[config.mk]
export PLATFORM = sky130hd
export DESIGN_NAME = pellet_tracker_flat
export DESIGN_NICKNAME = d
export VERILOG_FILES = /design/src/rtl/pacman_pkg.sv /design/src/rtl/pellet_tracker_if.sv /design/src/rtl/pellet_bitmap.sv /design/src/rtl/pellet_tracker.sv /design/src/flat_wrapper.sv
export SDC_FILE = /design/constraint.sdc
export NUM_CORES = 1
export LEC_CHECK = 0
export CORE_MARGIN = 5
export CORE_UTILIZATION = 33
export DETAILED_ROUTE_END_ITERATION = 10
export HOLD_SLACK_MARGIN = 0.1
export SKIP_LAST_GASP = 1
export SLEW_MARGIN = 25
export SYNTH_ARGS = -nofsm -noshare
export SYNTH_HDL_FRONTEND = slang
export SYNTH_SLANG_ARGS = --single-unit
[constraint.sdc]
create_clock -name clk_i -period 10.8 [get_ports clk_i]
set_input_delay 2.16 -clock clk_i [delete_from_list [all_inputs] [get_ports clk_i]]
set_output_delay 2.16 -clock clk_i [all_outputs]
set_load 0.05 [all_outputs]
[src/rtl/pacman_pkg.sv]
// Shared maze-game types and constants.
// Grid geometry, pellet FSM states, field init.
package pacman_pkg;

  localparam int GRID_DIM     = 16;
  localparam int COORD_W      = 4;
  localparam int PELLET_TOTAL = 255;

  typedef enum logic [1:0] {
    LOAD,
    RUN,
    DONE
  } pellet_state_t;

  function automatic logic [GRID_DIM-1:0] init_row(
    input logic [COORD_W-1:0] row,
    input int                 sx,
    input int                 sy
  );
    logic [GRID_DIM-1:0] r;
    r = '1;
    if (int'(row) == sy) r[sx] = 1'b0;
    return r;
  endfunction

endpackage

[src/rtl/pellet_tracker_if.sv]
// Game-side bundle for the pellet tracker.
// Master drives positions/queries, slave reports.
interface pellet_tracker_if
  import pacman_pkg::*;
#(
  parameter int SCORE_W = 8
);

  logic               game_active;
  logic               restart_i;
  logic [COORD_W-1:0] pacman_x;
  logic [COORD_W-1:0] pacman_y;
  logic [COORD_W-1:0] rd_x;
  logic [COORD_W-1:0] rd_y;
  logic               rd_pellet;
  logic [SCORE_W-1:0] score;
  logic [8:0]         pellets_left;
  logic               busy;
  logic               level_clear;

  modport master (
    output game_active, restart_i,
    output pacman_x, pacman_y, rd_x, rd_y,
    input  rd_pellet, score, pellets_left,
    input  busy, level_clear
  );

  modport slave (
    input  game_active, restart_i,
    input  pacman_x, pacman_y, rd_x, rd_y,
    output rd_pellet, score, pellets_left,
    output busy, level_clear
  );

endinterface

[src/rtl/pellet_bitmap.sv]
// 16x16 pellet storage: row load, bit clear,
// eat probe and registered renderer read.
module pellet_bitmap
  import pacman_pkg::*;
(
  input  logic                clk,
  input  logic                rst_n,
  input  logic                wr_en,
  input  logic [COORD_W-1:0]  wr_row,
  input  logic [GRID_DIM-1:0] wr_data,
  input  logic                clr_en,
  input  logic [COORD_W-1:0]  clr_x,
  input  logic [COORD_W-1:0]  clr_y,
  input  logic [COORD_W-1:0]  pr_x,
  input  logic [COORD_W-1:0]  pr_y,
  output logic                pr_bit,
  input  logic                rd_block,
  input  logic [COORD_W-1:0]  rd_x,
  input  logic [COORD_W-1:0]  rd_y,
  output logic                rd_bit
);

  logic [GRID_DIM-1:0] rows [GRID_DIM];
  logic                clr_hit;

  assign pr_bit  = rows[pr_y][pr_x];
  assign clr_hit = clr_en && (clr_x == rd_x) && (clr_y == rd_y);

  // Field storage: sweep writes whole rows, eats clear one bit.
  always_ff @(posedge clk) begin
    if (!rst_n) begin
      for (int i = 0; i < GRID_DIM; i++) rows[i] <= '0;
    end else begin
      if (wr_en)  rows[wr_row] <= wr_data;
      if (clr_en) rows[clr_y][clr_x] <= 1'b0;
    end
  end

  // Renderer read; a bit being cleared this edge already reads empty.
  always_ff @(posedge clk) begin
    if (!rst_n) rd_bit <= 1'b0;
    else        rd_bit <= !rd_block && rows[rd_y][rd_x] && !clr_hit;
  end

endmodule

[src/rtl/pellet_tracker.sv]
// Pellet field tracker: load sweep, eating,
// saturating score and level-clear pulse.
module pellet_tracker
  import pacman_pkg::*;
#(
  parameter int SCORE_W    = 8,
  parameter int PELLET_PTS = 1,
  parameter int START_X    = 0,
  parameter int START_Y    = 0
) (
  input  logic             clk_i,
  input  logic             reset,
  pellet_tracker_if.slave  bus
);

  localparam logic [SCORE_W:0] PTS = (SCORE_W+1)'(PELLET_PTS);
  localparam logic [SCORE_W:0] MAX = {1'b0, {SCORE_W{1'b1}}};
  localparam logic [8:0]       FULL = 9'(PELLET_TOTAL);

  pellet_state_t      state, state_n;
  logic [COORD_W-1:0] ld_row;
  logic [SCORE_W-1:0] score;
  logic [8:0]         pellets_left;
  logic               level_clear, clear_n;
  logic               eat, pr_bit;
  logic [SCORE_W:0]   sum;
  logic [SCORE_W-1:0] score_n;

  pellet_bitmap u_bitmap (
    .clk      (clk_i),
    .rst_n    (reset),
    .wr_en    (state == LOAD),
    .wr_row   (ld_row),
    .wr_data  (init_row(ld_row, START_X, START_Y)),
    .clr_en   (eat),
    .clr_x    (bus.pacman_x),
    .clr_y    (bus.pacman_y),
    .pr_x     (bus.pacman_x),
    .pr_y     (bus.pacman_y),
    .pr_bit   (pr_bit),
    .rd_block (state == LOAD),
    .rd_x     (bus.rd_x),
    .rd_y     (bus.rd_y),
    .rd_bit   (bus.rd_pellet)
  );

  assign sum     = {1'b0, score} + PTS;
  assign score_n = (sum > MAX) ? '1 : sum[SCORE_W-1:0];

  // Next state and eat decision; restart overrides everything.
  always_comb begin
    state_n = state;
    eat     = 1'b0;
    clear_n = 1'b0;
    unique case (state)
      LOAD: if (ld_row == COORD_W'(GRID_DIM-1)) state_n = RUN;
      RUN: begin
        if (bus.game_active && pr_bit) begin
          eat = 1'b1;
          if (pellets_left == 9'd1) begin
            state_n = DONE;
            clear_n = 1'b1;
          end
        end
      end
      DONE: state_n = DONE;
      default: state_n = LOAD;
    endcase
    if (bus.restart_i) begin
      state_n = LOAD;
      eat     = 1'b0;
      clear_n = 1'b0;
    end
  end

  // FSM state register.
  always_ff @(posedge clk_i) begin
    if (!reset) state <= LOAD;
    else        state <= state_n;
  end

  // Sweep counter, score, remaining count and clear pulse.
  always_ff @(posedge clk_i) begin
    if (!reset) begin
      ld_row       <= '0;
      score        <= '0;
      pellets_left <= FULL;
      level_clear  <= 1'b0;
    end else begin
      level_clear <= clear_n;
      if (bus.restart_i) begin
        ld_row       <= '0;
        pellets_left <= FULL;
      end else begin
        if (state == LOAD) ld_row <= ld_row + COORD_W'(1);
        if (eat) begin
          score        <= score_n;
          pellets_left <= pellets_left - 9'd1;
        end
      end
    end
  end

  assign bus.score        = score;
  assign bus.pellets_left = pellets_left;
  assign bus.busy         = (state == LOAD);
  assign bus.level_clear  = level_clear;

endmodule

[src/flat_wrapper.sv]
// flat-port wrapper written by rule: the top's interface ports become plain ports
module pellet_tracker_flat import pacman_pkg::*;
#(
  parameter int SCORE_W    = 8,
  parameter int PELLET_PTS = 1,
  parameter int START_X    = 0,
  parameter int START_Y    = 0
)
  (clk_i, reset, bus_game_active, bus_restart_i, bus_pacman_x, bus_pacman_y, bus_rd_x, bus_rd_y, bus_rd_pellet, bus_score, bus_pellets_left, bus_busy, bus_level_clear);
  pellet_tracker_if #(.SCORE_W(SCORE_W)) bus_i ();
  input  logic clk_i;
  input  logic reset;
  input wire logic [$bits(bus_i.game_active)-1:0] bus_game_active;
  input wire logic [$bits(bus_i.restart_i)-1:0] bus_restart_i;
  input wire logic [$bits(bus_i.pacman_x)-1:0] bus_pacman_x;
  input wire logic [$bits(bus_i.pacman_y)-1:0] bus_pacman_y;
  input wire logic [$bits(bus_i.rd_x)-1:0] bus_rd_x;
  input wire logic [$bits(bus_i.rd_y)-1:0] bus_rd_y;
  output wire logic [$bits(bus_i.rd_pellet)-1:0] bus_rd_pellet;
  output wire logic [$bits(bus_i.score)-1:0] bus_score;
  output wire logic [$bits(bus_i.pellets_left)-1:0] bus_pellets_left;
  output wire logic [$bits(bus_i.busy)-1:0] bus_busy;
  output wire logic [$bits(bus_i.level_clear)-1:0] bus_level_clear;
  assign bus_i.game_active = bus_game_active;
  assign bus_i.restart_i = bus_restart_i;
  assign bus_i.pacman_x = bus_pacman_x;
  assign bus_i.pacman_y = bus_pacman_y;
  assign bus_i.rd_x = bus_rd_x;
  assign bus_i.rd_y = bus_rd_y;
  assign bus_rd_pellet = bus_i.rd_pellet;
  assign bus_score = bus_i.score;
  assign bus_pellets_left = bus_i.pellets_left;
  assign bus_busy = bus_i.busy;
  assign bus_level_clear = bus_i.level_clear;
  pellet_tracker #(.SCORE_W(SCORE_W), .PELLET_PTS(PELLET_PTS), .START_X(START_X), .START_Y(START_Y)) u_core (.clk_i(clk_i), .reset(reset), .bus(bus_i));
endmodule
## Word-level counts from Yosys, hierarchy flattened

Memory sizes are Yosys's and may differ from the RTL's.
Index checks and enable logic that the tools add are counted.

| storage, ports and cells | value |
|---|---|
| bits in registers | 25 |
| bits in latches | 0 |
| RAM bits | 256 |
| memory bits (read-only) | 0 |
| input port bits | 20 |
| output and inout port bits | 20 |
| word-level logic and storage cells | 72 |
| memories kept | 1 |

Memory list:

| name | words | bits a word | rd ports | clocked after memory_dff | write ports | RTL line | RTL |
|---|---|---|---|---|---|---|---|
| u_core.u_bitmap.rows | 16 | 16 | 2 | 0 | 16 | pellet_bitmap.sv:23 | `logic [GRID_DIM-1:0] rows [GRID_DIM];` |

| operators by class | value |
|---|---|
| add/sub/neg operators | 3 |
| $mul | 0 |
| divide/modulo/power cells | 0 |
| $lt $le $gt $ge | 4 |
| equality and inequality tests | 9 |
| shifts and indexed selects | 0 |
| muxes and demuxes | 29 |
| bitwise logic cells | 4 |
| reduce and logical (&&, ||, !) cells | 16 |

Operators by type and width:

| cell | count |
|---|---|
| $mux 16 | 4 |
| $reduce_or 16->1 | 2 |
| $mux 1 | 15 |
| $lt 4x5->1 const B | 2 |
| $add 8x1->9 const B | 1 |
| $eq 9x1->1 const B | 1 |
| $gt 9x8->1 const B | 1 |
| $sub 9x1->9 const B | 1 |
| $bmux 1 s4 | 2 |
| $eq 4x4->1 | 2 |
| $mux 4 | 2 |
| $mux 8 | 1 |
| $logic_and 1x1->1 | 6 |
| $mux 2 | 3 |
| $ne 2x1->1 const B | 3 |
| $pmux 2 s3 | 1 |
| $add 4x1->4 const B | 1 |
| $demux 1 s4 | 1 |
| $eq 4x4->1 const B | 1 |
| $ge 4x1->1 const B | 1 |
| $logic_not 4->1 | 1 |
| $not 1->1 | 4 |
| $reduce_or 4->1 | 1 |
| $reduce_and 3->1 | 1 |
| 6 further kinds | 7 |

## Logic depth before layout (Yosys ltp)

An unclocked memory read counts as a cell.

| depth | value |
|---|---|
| depth in word-level cells | 12 |
| depth in mapped cells | 17 |
| depth with buffers taken out | 9 |

## Hierarchy

From an unflattened synthesis, not the netlist that was laid out.

| unflattened totals | value |
|---|---|
| cell total of the unflattened synthesis | 1741 |
| area total of the unflattened synthesis | 15783.9 um2 |

Modules (own cells, without submodules):

| module | instances | cells an instance | area an instance (um2) | sequential area each (um2) |
|---|---|---|---|---|
| pellet_bitmap | 1 | 1606 | 14584.0 | 5144.9 |
| pellet_tracker | 1 | 135 | 1199.9 | 480.5 |

## Least setup slack after synthesis

OpenSTA, ideal clock, no wires.

| timing path | value |
|---|---|
| kind | input to register |
| start | input bus_pacman_y[0] |
| end | memory u_core.u_bitmap.rows[4][4], enable pin |
| library setup time | 0.298 ns |
| data arrival time | 4.838 ns |
| data required time | 10.502 ns |
| path slack | 5.664 ns |
| stages | 13 |
| buffers on the path | 5 |
| cell sequence | buf_6 buf_6 mux4_2 a22oi_1 nand4_1 or4_4 o22a_1 buf_6 a31o_2 buf_6 o311a_4 buf_2 nor2_1 |

RTL lines:

| what | RTL line | RTL |
|---|---|---|
| start: declaration | flat_wrapper.sv:16 | `input wire logic [$bits(bus_i.pacman_y)-1:0] bus_pacman_y;` |
| end: declaration | pellet_bitmap.sv:23 |  |

==> flow_summary.json <==
{
  "outcome": "finished clean",
  "finalClockSkew_ns": 0.0372,
  "setup_tns_ns": 0,
  "min_path_cells": 2,
  "drc": 0,
  "grt_pass1_wl_mm": 82.5,
  "synth_nets": 1589,
  "slew-limit-headroom_pct": 25.0,
  "synth_seq_cells": 281,
  "finalCriticalPeriod_ns": 7.43,
  "cts_made_buffers": 34,
  "power_density_mw_per_mm2": 146,
  "drt_wl_total_mm": 55.3,
  "ys_warn_count": 0,
  "r2r.worst_path.cells": 10,
  "leakage_nw": 6.59,
  "final_nets": 1530,
  "synth.area.top_cells": "edfxtp_1 45%, mux4_2 14%, nor2_1 10%",
  "synth_area_per_cell_um2": 10.8,
  "netlist.top_cell.by_area": "edfxtp_1",
  "hold_buffers": 0,
  "grt.overflow.total": 0,
  "rsz0062_at_grt": "false",
  "max_cap_viol_count": 0,
  "synth_async_sr_flop_share_pct": 0,
  "slowest_stage": "nor2b_1",
  "synth_edf_count": 256,
  "wire_per_inst_um": 25.1,
  "antenna_found_initial": 2,
  "netSwitchingFraction_pct": 26.8,
  "drt_pass1_iterations": 6,
  "postPlaceCellArea_mm2": 0.0177,
  "num_vias": 13000,
  "p_comb_share_pct": 13.4,
  "slew_violations": 0,
  "layout-drive-gt1-share_pct": 15.9,
  "routabilityCongestion": 0.946,
  "dp_cells": 2145,
  "dpl.hpwl_mm": 36.4,
  "cts_tree": "yes",
  "grt_pass1_vias": 13200,
  "finalSetupViolations": 0,
  "worstSkewPairLatency_ns": 0.55,
  "ant_nets": 0,
  "internal_power_w": 0.00202,
  "viasPerCell": 5.89,
  "die_height_um": 236,
  "critPathMaxFanout": 100,
  "fill_cells": 4907,
  "startpoint_type": "input pin",
  "tightest_slew_ns": 1.12,
  "required_ns": 11.04,
  "cp_cell_sequence": "clkdlybuf4s50_1 -> nor2b_1 -> a22oi_1 -> o22ai_1 -> or3_1 -> o22a_1 -> a31o_4 -> buf_6 -> o211a_2 -> a21oi_1",
  "synth_top_area_share_pct": 45.5,
  "end_kind": "register",
  "cp.arrival_ns": 7.67,
  "h-tree-depth": 2,
  "rows": 83,
  "slowest_delay_ns": 1.08,
  "synth_cell_type_count": 63,
  "syn_to_final_growth_pct": 11.4,
  "hold_class": "register to register",
  "yosysSeqAreaShare_pct": 48.4,
  "cts_resized": 0,
  "drt_iter0_markers": 1500,
  "ios": 40,
  "power_switching_w": 0.000740,
  "power_w": 0.00276,
  "dieArea_mm2": 0.0558,
  "rr_endpoint": "u_core.u_bitmap.rows[1][6]",
  "holdCritStartpoint": "u_core.state[1]",
  "final_cells": 2206,
  "postLayoutCellArea_mm2": 0.0188,
  "rrSetupSlack_ns": 6.44,
  "whs_ns": 0.465,
  "cts.sinks": 281,
  "fp.dieW_um": 236,
  "hold_path_end": "u_core.state[1]",
  "pwr-share-clk_pct": 40.7,
  "portBuffers": 39,
  "syn-instance-count": 1561,
  "start_util_pct": 33.1,
  "path_clk_slew_ns": 0.06,
  "hold_viol": 0,
  "irDropWorstVdd_mv": 0.105,
  "core_area_mm2": 0.0510,
  "seq_power_share_pct": 45.9,
  "path_class": "input pin to register",
  "cts-root-buf": "clkbuf_16",
  "fin_crit_sh_pct": 68.8,
  "cts_setup_buffers": 0,
  "grt_max_degree": 101,
  "ys.flop_type": "edfxtp_1",
  "clockBufferDepth": 3,
  "r2r-start": "u_core.u_bitmap.rows[4][10]",
  "fmax_mhz": 135,
  "grt_use_total_pct": 19.1,
  "synth.cell_area_mm2": 0.0169
}
==> kinds of logic after synthesis <==
family | Yosys count | synth area share, %
simple gates | 665 | 16.9
xor+xnor | 13 | 0.674
mux | 197 | 19.4
compound gates | 219 | 8.62
buf+inv | 177 | 5.37
flops | 281 | 48.4
fa+ha+maj | 9 | 0.651
==> power by group through the flow <==
stage               clock [W]  sequential [W]  combinational, W
CTS                   0.00113         0.00126          0.000363
global route          0.00118         0.00127          0.000391
floorplan                   0         0.00127          0.000262
detailed placement          0         0.00129          0.000362
finish                0.00112         0.00127          0.000369
global placement            0         0.00128          0.000353
==> cell usage after synthesis (17+ instances only) <==
master    instances
a22oi_1          37
o21ai_0          25
dfxtp_1          25
mux4_2          104
nand3_1          39
nor2b_1          17
a21oi_1          95
clkbuf_1         56
mux2i_1          93
nor2_1          458
nor3_1           46
edfxtp_1        256
buf_2            75
nand2_1          44
==> stage by stage <==
step / utilization, % / setup WS (ns)
CTS: 36.9 / 3.22
global route: 36.9 / 3.04
floorplan: - / 5.66
finish: 36.9 / 3.37
detailed placement: 34.8 / 2.68
global placement: 34.6 / 2.45
==> per-layer routing <==
layer,GRT usage (%),vias to the layer above,part of all wire (%)
li1,-,5606,-
met1,24.9,6516,39
met2,31.7,713,48
met3,3.17,161,8.7
met4,8.29,2,4.3
met5,0,-,0.016
==> worst max path at each step <==
stage          slack [ns]             from                          end  depth (start not counted)
6_report             3.37  bus_pacman_x[0]   u_core.u_bitmap.rows[1][6]                         10
3_3_place_gp         2.45  bus_pacman_y[3]   u_core.u_bitmap.rows[0][6]                         11
2_1_floorplan        5.66  bus_pacman_y[0]   u_core.u_bitmap.rows[4][4]                         13
4_1_cts              3.22  bus_pacman_x[0]   u_core.u_bitmap.rows[5][6]                         10
3_5_place_dp         2.68  bus_pacman_x[0]  u_core.u_bitmap.rows[11][6]                         10
5_1_grt              3.04  bus_pacman_x[0]   u_core.u_bitmap.rows[1][6]                         10
==> registers in the layout (all words and copies together), names as in the netlist <==
register	flops
u_core.bus.pellets_left	9
u_core.state	2
u_core.u_bitmap.rows	256
u_core.u_bitmap.rd_bit	1
u_core.bus.level_clear	1
u_core.bus.score	8
u_core.ld_row	4
==> worst max-delay path: cells and delay by family <==
family | cells | cell delay [ns]
compound gates | 6 | 2.50
buf+inv | 2 | 1.60
simple gates | 2 | 1.30
==> final cells by class <==
class	instances	area [um^2]	share of cell area (%)
antenna	1	2.50	0.0133
clock buffer	38	887	4.71
clock inverter	21	186	0.990
inverter	10	37.5	0.199
multi-input combinational	1103	8000	42.5
sequential	281	8190	43.5
tap	680	851	4.52
timing repair buffer	72	684	3.63
==> placed cells by master (no fill, tap or decap), drive strengths merged, types with 3 or more instances in the layout <==
master / n
o211a: 8
o21ai: 25
nand3: 40
and2: 4
nand2: 45
nor2b: 17
edfxtp: 256
mux2i: 93
xnor2: 10
clkinv: 17
nor2: 458
or3: 6
ha: 8
nand3b: 4
clkdlybuf4s50: 33
o311a: 4
and3: 4
buf: 39
dfxtp: 25
nand4: 16
o22ai: 3
a311oi: 3
nor3: 53
inv: 10
xor2: 3
nor4: 6
nand2b: 4
a31oi: 22
a21oi: 95
a22oi: 37
clkbuf: 38
a22o: 7
mux4: 104
(Power assumes the default switching activity.)
